===== src/rtl/retire_buffer_pkg.sv =====
// Shared types for the retire path: register index and one retire-buffer entry.
package retire_buffer_pkg;

  localparam int RETIRE_ID_WIDTH = 20;

  typedef logic [4:0] MipsReg;

  typedef struct packed {
    logic                       valid;
    logic                       done;
    logic [RETIRE_ID_WIDTH-1:0] id;
    logic                       uses_rw;
    MipsReg                     rw_addr;
    logic [31:0]                rw_data;
  } RetireEntry;

endpackage


===== src/rtl/retire_entry_array.sv =====
// DEPTH x RetireEntry store: alloc write, completion write, head clear, flush-all; head and completion lookups are combinational.
// Writes land on the rising edge. This module never stalls; all arbitration is done by the parent.
module retire_entry_array
  import retire_buffer_pkg::*;
#(
  parameter int DEPTH = 8,
  localparam int IDX  = $clog2(DEPTH)
) (
  input  logic                       i_clk,
  input  logic                       i_rst,
  input  logic                       i_flush,
  input  logic                       i_alloc_en,
  input  logic [IDX-1:0]             i_alloc_idx,
  input  logic [RETIRE_ID_WIDTH-1:0] i_alloc_id,
  input  logic                       i_cmpl_en,
  input  logic [IDX-1:0]             i_cmpl_idx,
  input  logic                       i_cmpl_uses_rw,
  input  MipsReg                     i_cmpl_rw_addr,
  input  logic [31:0]                i_cmpl_rw_data,
  input  logic                       i_clr_en,
  input  logic [IDX-1:0]             i_head_idx,
  output RetireEntry                 o_head_ent,
  output logic                       o_cmpl_open,
  output logic [RETIRE_ID_WIDTH-1:0] o_cmpl_ent_id
);

  RetireEntry r_ent [DEPTH];

  assign o_head_ent    = r_ent[i_head_idx];
  assign o_cmpl_open   = r_ent[i_cmpl_idx].valid && !r_ent[i_cmpl_idx].done;
  assign o_cmpl_ent_id = r_ent[i_cmpl_idx].id;

  // The three write ports never target the same live entry, so their order here is irrelevant.
  always_ff @(posedge i_clk) begin
    if (i_rst) begin
      for (int i = 0; i < DEPTH; i++) r_ent[i] <= '0;
    end else if (i_flush) begin
      for (int i = 0; i < DEPTH; i++) begin
        r_ent[i].valid <= 1'b0;
        r_ent[i].done  <= 1'b0;
      end
    end else begin
      if (i_alloc_en) begin
        r_ent[i_alloc_idx].valid   <= 1'b1;
        r_ent[i_alloc_idx].done    <= 1'b0;
        r_ent[i_alloc_idx].id      <= i_alloc_id;
        r_ent[i_alloc_idx].uses_rw <= 1'b0;
        r_ent[i_alloc_idx].rw_addr <= '0;
        r_ent[i_alloc_idx].rw_data <= '0;
      end
      if (i_cmpl_en) begin
        r_ent[i_cmpl_idx].done    <= 1'b1;
        r_ent[i_cmpl_idx].uses_rw <= i_cmpl_uses_rw;
        r_ent[i_cmpl_idx].rw_addr <= i_cmpl_rw_addr;
        r_ent[i_cmpl_idx].rw_data <= i_cmpl_rw_data;
      end
      if (i_clr_en) begin
        r_ent[i_head_idx].valid <= 1'b0;
        r_ent[i_head_idx].done  <= 1'b0;
      end
    end
  end

endmodule


===== src/rtl/retire_buffer.sv =====
// In-order retire buffer: grants ids at decode, accepts completions in any order, retires in order to write-back.
// Write-back two cycles after the head completes (one with RETIRE_BYPASS_EN); alloc stalls when full or flushing.
module retire_buffer
  import retire_buffer_pkg::*;
#(
  parameter int DEPTH    = 8,
  parameter int ID_WIDTH = RETIRE_ID_WIDTH
) (
  input  logic                     clk,
  input  logic                     rst,
  input  logic                     flush,
  input  logic                     alloc_valid,
  output logic                     alloc_ready,
  output logic [ID_WIDTH-1:0]      alloc_id,
  input  logic                     cmpl_valid,
  input  logic [ID_WIDTH-1:0]      cmpl_id,
  input  logic                     cmpl_uses_rw,
  input  logic [4:0]               cmpl_rw_addr,
  input  logic [31:0]              cmpl_rw_data,
  output logic                     cmpl_err,
  output logic                     retire_valid,
  output logic [ID_WIDTH-1:0]      retire_id,
  output logic                     wb_uses_rw,
  output logic [4:0]               wb_rw_addr,
  output logic [31:0]              wb_rw_data,
  output logic [$clog2(DEPTH):0]   count
);

  localparam int IDX = $clog2(DEPTH);
  localparam logic [IDX:0] CNT_FULL = (IDX+1)'(DEPTH);

  logic [IDX-1:0]             r_head, r_tail;
  logic [IDX:0]               r_count;
  logic [ID_WIDTH-1:0]        r_next_id;
  logic                       r_retire_valid, r_wb_uses_rw, r_cmpl_err;
  logic [ID_WIDTH-1:0]        r_retire_id;
  MipsReg                     r_wb_rw_addr;
  logic [31:0]                r_wb_rw_data;

  RetireEntry                 w_head_ent;
  logic                       w_cmpl_open;
  logic [RETIRE_ID_WIDTH-1:0] w_cmpl_ent_id;
  logic [IDX-1:0]             w_cmpl_idx;
  logic                       w_alloc_fire, w_cmpl_hit, w_head_done, w_bypass;
  logic                       w_retire, w_cmpl_wr;
  logic                       w_ret_uses_rw;
  MipsReg                     w_ret_addr;
  logic [31:0]                w_ret_data;

  assign w_cmpl_idx   = cmpl_id[IDX-1:0];
  assign alloc_ready  = (r_count < CNT_FULL) && !flush;
  assign alloc_id     = r_next_id;
  assign w_alloc_fire = alloc_valid && alloc_ready;

  assign w_cmpl_hit  = cmpl_valid && w_cmpl_open && (w_cmpl_ent_id == RETIRE_ID_WIDTH'(cmpl_id));
  assign w_head_done = w_head_ent.valid && w_head_ent.done;

`ifdef RETIRE_BYPASS_EN
  // Live entries are contiguous from head, so an open hit at the head index is the head itself.
  assign w_bypass = w_cmpl_hit && (w_cmpl_idx == r_head);
`else
  assign w_bypass = 1'b0;
`endif

  assign w_retire      = w_head_done || w_bypass;
  assign w_cmpl_wr     = w_cmpl_hit && !w_bypass && !flush;
  assign w_ret_uses_rw = w_bypass ? cmpl_uses_rw : w_head_ent.uses_rw;
  assign w_ret_addr    = w_bypass ? cmpl_rw_addr : w_head_ent.rw_addr;
  assign w_ret_data    = w_bypass ? cmpl_rw_data : w_head_ent.rw_data;

  retire_entry_array #(.DEPTH(DEPTH)) u_entries (
    .i_clk          (clk),
    .i_rst          (rst),
    .i_flush        (flush),
    .i_alloc_en     (w_alloc_fire),
    .i_alloc_idx    (r_tail),
    .i_alloc_id     (RETIRE_ID_WIDTH'(r_next_id)),
    .i_cmpl_en      (w_cmpl_wr),
    .i_cmpl_idx     (w_cmpl_idx),
    .i_cmpl_uses_rw (cmpl_uses_rw),
    .i_cmpl_rw_addr (cmpl_rw_addr),
    .i_cmpl_rw_data (cmpl_rw_data),
    .i_clr_en       (w_retire),
    .i_head_idx     (r_head),
    .o_head_ent     (w_head_ent),
    .o_cmpl_open    (w_cmpl_open),
    .o_cmpl_ent_id  (w_cmpl_ent_id)
  );

  always_ff @(posedge clk) begin
    if (rst) begin
      r_head         <= '0;
      r_tail         <= '0;
      r_count        <= '0;
      r_next_id      <= '0;
      r_retire_valid <= 1'b0;
      r_retire_id    <= '0;
      r_wb_uses_rw   <= 1'b0;
      r_wb_rw_addr   <= '0;
      r_wb_rw_data   <= '0;
      r_cmpl_err     <= 1'b0;
    end else begin
      // Outputs are single-cycle pulses; zero unless reloaded below.
      r_retire_valid <= 1'b0;
      r_retire_id    <= '0;
      r_wb_uses_rw   <= 1'b0;
      r_wb_rw_addr   <= '0;
      r_wb_rw_data   <= '0;
      r_cmpl_err     <= 1'b0;
      if (flush) begin
        r_head  <= r_tail;
        r_count <= '0;
      end else begin
        if (w_alloc_fire) begin
          r_tail    <= r_tail + 1'b1;
          r_next_id <= r_next_id + 1'b1;
        end
        if (w_retire) begin
          r_head         <= r_head + 1'b1;
          r_retire_valid <= 1'b1;
          r_retire_id    <= ID_WIDTH'(w_head_ent.id);
          r_wb_uses_rw   <= w_ret_uses_rw;
          r_wb_rw_addr   <= w_ret_addr;
          r_wb_rw_data   <= w_ret_data;
        end
        r_cmpl_err <= cmpl_valid && !w_cmpl_hit;
        case ({w_alloc_fire, w_retire})
          2'b10:   r_count <= r_count + 1'b1;
          2'b01:   r_count <= r_count - 1'b1;
          default: ;
        endcase
      end
    end
  end

  assign retire_valid = r_retire_valid;
  assign retire_id    = r_retire_id;
  assign wb_uses_rw   = r_wb_uses_rw;
  assign wb_rw_addr   = r_wb_rw_addr;
  assign wb_rw_data   = r_wb_rw_data;
  assign cmpl_err     = r_cmpl_err;
  assign count        = r_count;

endmodule

===== config.mk =====
export PLATFORM = sky130hd
export DESIGN_NAME = retire_buffer
export DESIGN_NICKNAME = d
export VERILOG_FILES = /design/src/rtl/retire_buffer_pkg.sv /design/src/rtl/retire_entry_array.sv /design/src/rtl/retire_buffer.sv
export SDC_FILE = /design/constraint.sdc
export NUM_CORES = 1
export LEC_CHECK = 0
export ABC_AREA = 0
export CORE_ASPECT_RATIO = 0.6
export CORE_MARGIN = 2
export CORE_UTILIZATION = 55
export DETAILED_ROUTE_END_ITERATION = 7
export PLACE_DENSITY = 0.74
export SLEW_MARGIN = 20
export SYNTH_ARGS = -nofsm -noshare
export SYNTH_HDL_FRONTEND = slang
export SYNTH_SLANG_ARGS = --single-unit

===== constraint.sdc =====
create_clock -name clk -period 6.1 [get_ports clk]
set_clock_uncertainty 0.1 [all_clocks]
set_input_delay 1.22 -clock clk [delete_from_list [all_inputs] [get_ports clk]]
set_output_delay 1.22 -clock clk [all_outputs]
set_load 0.005 [all_outputs]

==> impl_metrics.env <==
export IMPL_grt_max_degree=62
export IMPL_cts_sinks=573
export IMPL_busiest_layer="met1"
export IMPL_die_width_um=285
export IMPL_ant_nets=0
export IMPL_syn_to_final_growth_pct=14.1
export IMPL_met2_usage_pct=38.7
export IMPL_routedWlPerCell_um=25.3
export IMPL_cts_resized=0
export IMPL_coreArea_um2=46600
export IMPL_met1_usage_pct=42.1
export IMPL_final_cell_area_um2=29800
export IMPL_clock_power_share_pct=38.7
export IMPL_avgSynthCellArea_um2=14.4
export IMPL_crit_required_ns=6.26
export IMPL_muxShareOfSynthArea_pct=15.5
export IMPL_drc_errors=0
export IMPL_crit_arrival_ns=4.96
export IMPL_drt_iter0_drc=2048
export IMPL_critPathLaunchType="input port"
export IMPL_hpwl_mm=40.6
export IMPL_relSlewSlack_pct=29.4
export IMPL_hold_viol=0
export IMPL_synthCells=1819
export IMPL_drv_slew=0
export IMPL_synth_fa_ha_area_share_pct=0.364
export IMPL_root_buffer="clkbuf_16"
export IMPL_syn_nets=1889
export IMPL_synth_area_leaders="edfxtp_1 53%, mux4_2 11%, and2_1 11%"
export IMPL_cp_slowest_cell="or4_1"
export IMPL_die_area_um2=49300
export IMPL_synth_seq_cells=573
export IMPL_dr_total_vias=15700
export IMPL_grt_total_usage_pct=27.0
export IMPL_via_per_inst=6.05
export IMPL_wl_mm=65.9
export IMPL_synth_top_family_by_area="simple AND/OR/NAND/NOR gates"
export IMPL_rr_endpoint="u_entries.r_ent[2][59]"
export IMPL_p_per_area_nw_per_um2=267
export IMPL_post_route_min_period_ns=4.81
export IMPL_yosysSeqAreaShare_pct=61.7
export IMPL_synth_top_area_share_pct=53.3
export IMPL_seq_area_um2=16100
export IMPL_grt_pass1_wl_mm=99.5
export IMPL_cts_tree="built"
export IMPL_die_h_um=173
export IMPL_cp_common_cell="buf_4"
export IMPL_n_fill_cell=3408
export IMPL_grt_ovfl_total=0
export IMPL_multi_input_area_um2=9330
export IMPL_clk_pin_slew_ns=0.06
export IMPL_p_int_mw=6.20
export IMPL_antenna_found_initial=0
export IMPL_cp_slowest_stage_delay_ns=0.59
export IMPL_synthXorXnorAreaFrac_pct=1.24
export IMPL_max_cap_violations=0
export IMPL_tightest_slew_ns=1.06
export IMPL_clk_latency_ns=0.59
export IMPL_ys_flop_type="edfxtp_1"
export IMPL_vdd_drop_max_mv=0.168
export IMPL_ys_async_sr_fraction_pct=0
export IMPL_synth_distinct_cells=58
export IMPL_crit_chain="clkdlybuf4s50_1, buf_4, nor2b_1, buf_4, a221oi_1, o21ai_0, xor2_1, or4_1, buf_4, or4_1, nand2b_2, buf_12"
export IMPL_cts_buffer_depth=3
export IMPL_p_sw_share_pct=22.1
export IMPL_yosysWarnings=0
export IMPL_drive_above_1_share_pct=15.2
export IMPL_initial_core_util_pct=56.1
export IMPL_io_buffers=147
export IMPL_max_freq_ghz=0.208
export IMPL_syn_area_um2=26100
export IMPL_postCtsSetupBuffers=0
export IMPL_synth_compound_area_share_pct=2.30
export IMPL_cp_startpoint="cmpl_id[1]"
export IMPL_comb_power_share_pct=6.1
export IMPL_critPathMaxFanout=38
export IMPL_min_period_over_period_pct=78.8
export IMPL_synthSimpleGateAreaFrac_pct=16.0
export IMPL_synth_area_leader_cell="edfxtp_1"
export IMPL_cts_htree_levels=2
export IMPL_hold_class="reg -> reg"
export IMPL_dr_pass1_iters=5
export IMPL_nets=1999
export IMPL_cts_buffers_inserted=51
export IMPL_place_area_um2=28200
export IMPL_seq_power_share_pct=55.2
export IMPL_leakage_nw=10.6
export IMPL_synthTopCellsByCount="464 x edfxtp_1, 459 x and2_1, 131 x mux4_2"
export IMPL_met3_usage_pct=6.52
export IMPL_worstRegToRegCells=9
export IMPL_n_antenna_cell=0
export IMPL_rows=61
export IMPL_rsz0062_at_grt="false"
export IMPL_gp_congestion=0.940
export IMPL_outcome="complete, no violations"
export IMPL_r2r_slack_ns=1.91
export IMPL_synthMostInstantiatedCell="edfxtp_1"
export IMPL_worst_setup_path_end_kind="flip-flop"
export IMPL_p_sw_mw=1.76
export IMPL_final_setup_viol_count=0
export IMPL_ctsHoldBuffers=0
export IMPL_endpoint="u_entries.r_ent[4][18]"
export IMPL_setup_tns_ns=0
export IMPL_synth_edf_count=464
export IMPL_grt_pass1_vias=15700
export IMPL_io_pin_count=148
export IMPL_critPathKind="in -> reg"
==> power by group through the flow <==
stage | sequential (mW) | clock (mW) | combinational, mW
floorplan | 4.44 | 0 | 0.293
global placement | 4.46 | 0 | 0.476
detailed placement | 4.47 | 0 | 0.481
CTS | 4.39 | 3.11 | 0.483
global route | 4.40 | 3.27 | 0.516
finish | 4.39 | 3.08 | 0.488
==> critical path, delay by kind of cell <==
family	cells	cell delay, ns
xor gates and xnor gates	1	0.09
and+or+nand+nor	4	1.66
buffers and inverters	5	1.58
AOI/OAI and AO/OA	2	0.38
==> metal layers <==
layer  up-vias  part of all wire (%)
li1       6848                     -
met1      7925                    43
met2       876                    43
met3       100                    12
met4         0                   1.9
met5         -                     0
==> layout by cell type (no fill, tap or decap), types with 14 or more instances in the layout <==
cell type / Yosys / layout
a21oi_1: 27 / 27
a22oi_1: 14 / 14
and2_1: 459 / 459
buf_4: 12 / 40
clkbuf_16: 0 / 51
clkdlybuf4s50_1: 0 / 145
clkinv_2: 0 / 15
dfxtp_1: 109 / 106
edfxtp_1: 464 / 464
inv_1: 14 / 14
mux2i_1: 104 / 104
mux4_2: 131 / 131
nand2_1: 37 / 36
nand3_1: 16 / 16
nor2_1: 119 / 119
xnor2_1: 17 / 17
xor2_1: 20 / 20
==> cells by family after synthesis <==
logic type,after synthesis
simple gates,720
flops,573
mux,241
compound gates,88
buf+inv,153
fa+ha+maj,7
xor+xnor,37
==> how the worst min path moves through the flow <==
| stage | to | start | slack (ns) | cells past startpoint |
|---|---|---|---|---|
| after floorplan | u_entries.r_ent[4][59] | u_entries.r_ent[4][59] | 0.37 | 2 |
| after global placement | u_entries.r_ent[2][59] | u_entries.r_ent[2][59] | 0.40 | 2 |
| final | u_entries.r_ent[1][59] | u_entries.r_ent[1][59] | 0.42 | 2 |
| after global routing | u_entries.r_ent[0][58] | u_entries.r_ent[0][58] | 0.43 | 2 |
| after detailed placement | u_entries.r_ent[0][58] | u_entries.r_ent[0][58] | 0.40 | 2 |
| after CTS | u_entries.r_ent[0][58] | u_entries.r_ent[0][58] | 0.42 | 2 |
==> metrics by stage <==
step	power [mW]	util, %	setup WS [ns]	cells	hold WS [ns]
floorplan	4.74	-	0.960	1819	0.372
global placement	4.94	60.6	0.710	2506	0.399
detailed placement	4.95	60.6	0.585	2506	0.405
CTS	7.98	64.0	1.23	2602	0.419
global route	8.18	64.0	1.12	2602	0.429
finish	7.96	64.0	1.29	2602	0.424
==> state kept, by name, indices dropped and copies added (netlist names), named ones only <==
register and flops:
u_entries.r_ent 480, wb_rw_data 32, alloc_id 20, retire_id 20, wb_rw_addr 5, count 4, r_head 3, r_tail 3
cmpl_err 1, retire_valid 1, wb_uses_rw 1
==> area by class of cell <==
class | instances | share of cell area [%]
clock buffer | 69 | 4.71
tap | 630 | 2.65
sequential | 573 | 54.1
inverter | 15 | 0.189
clock inverter | 27 | 0.542
timing repair buffer | 195 | 6.50
multi-input combinational | 1093 | 31.3
(Power assumes the default switching activity.)
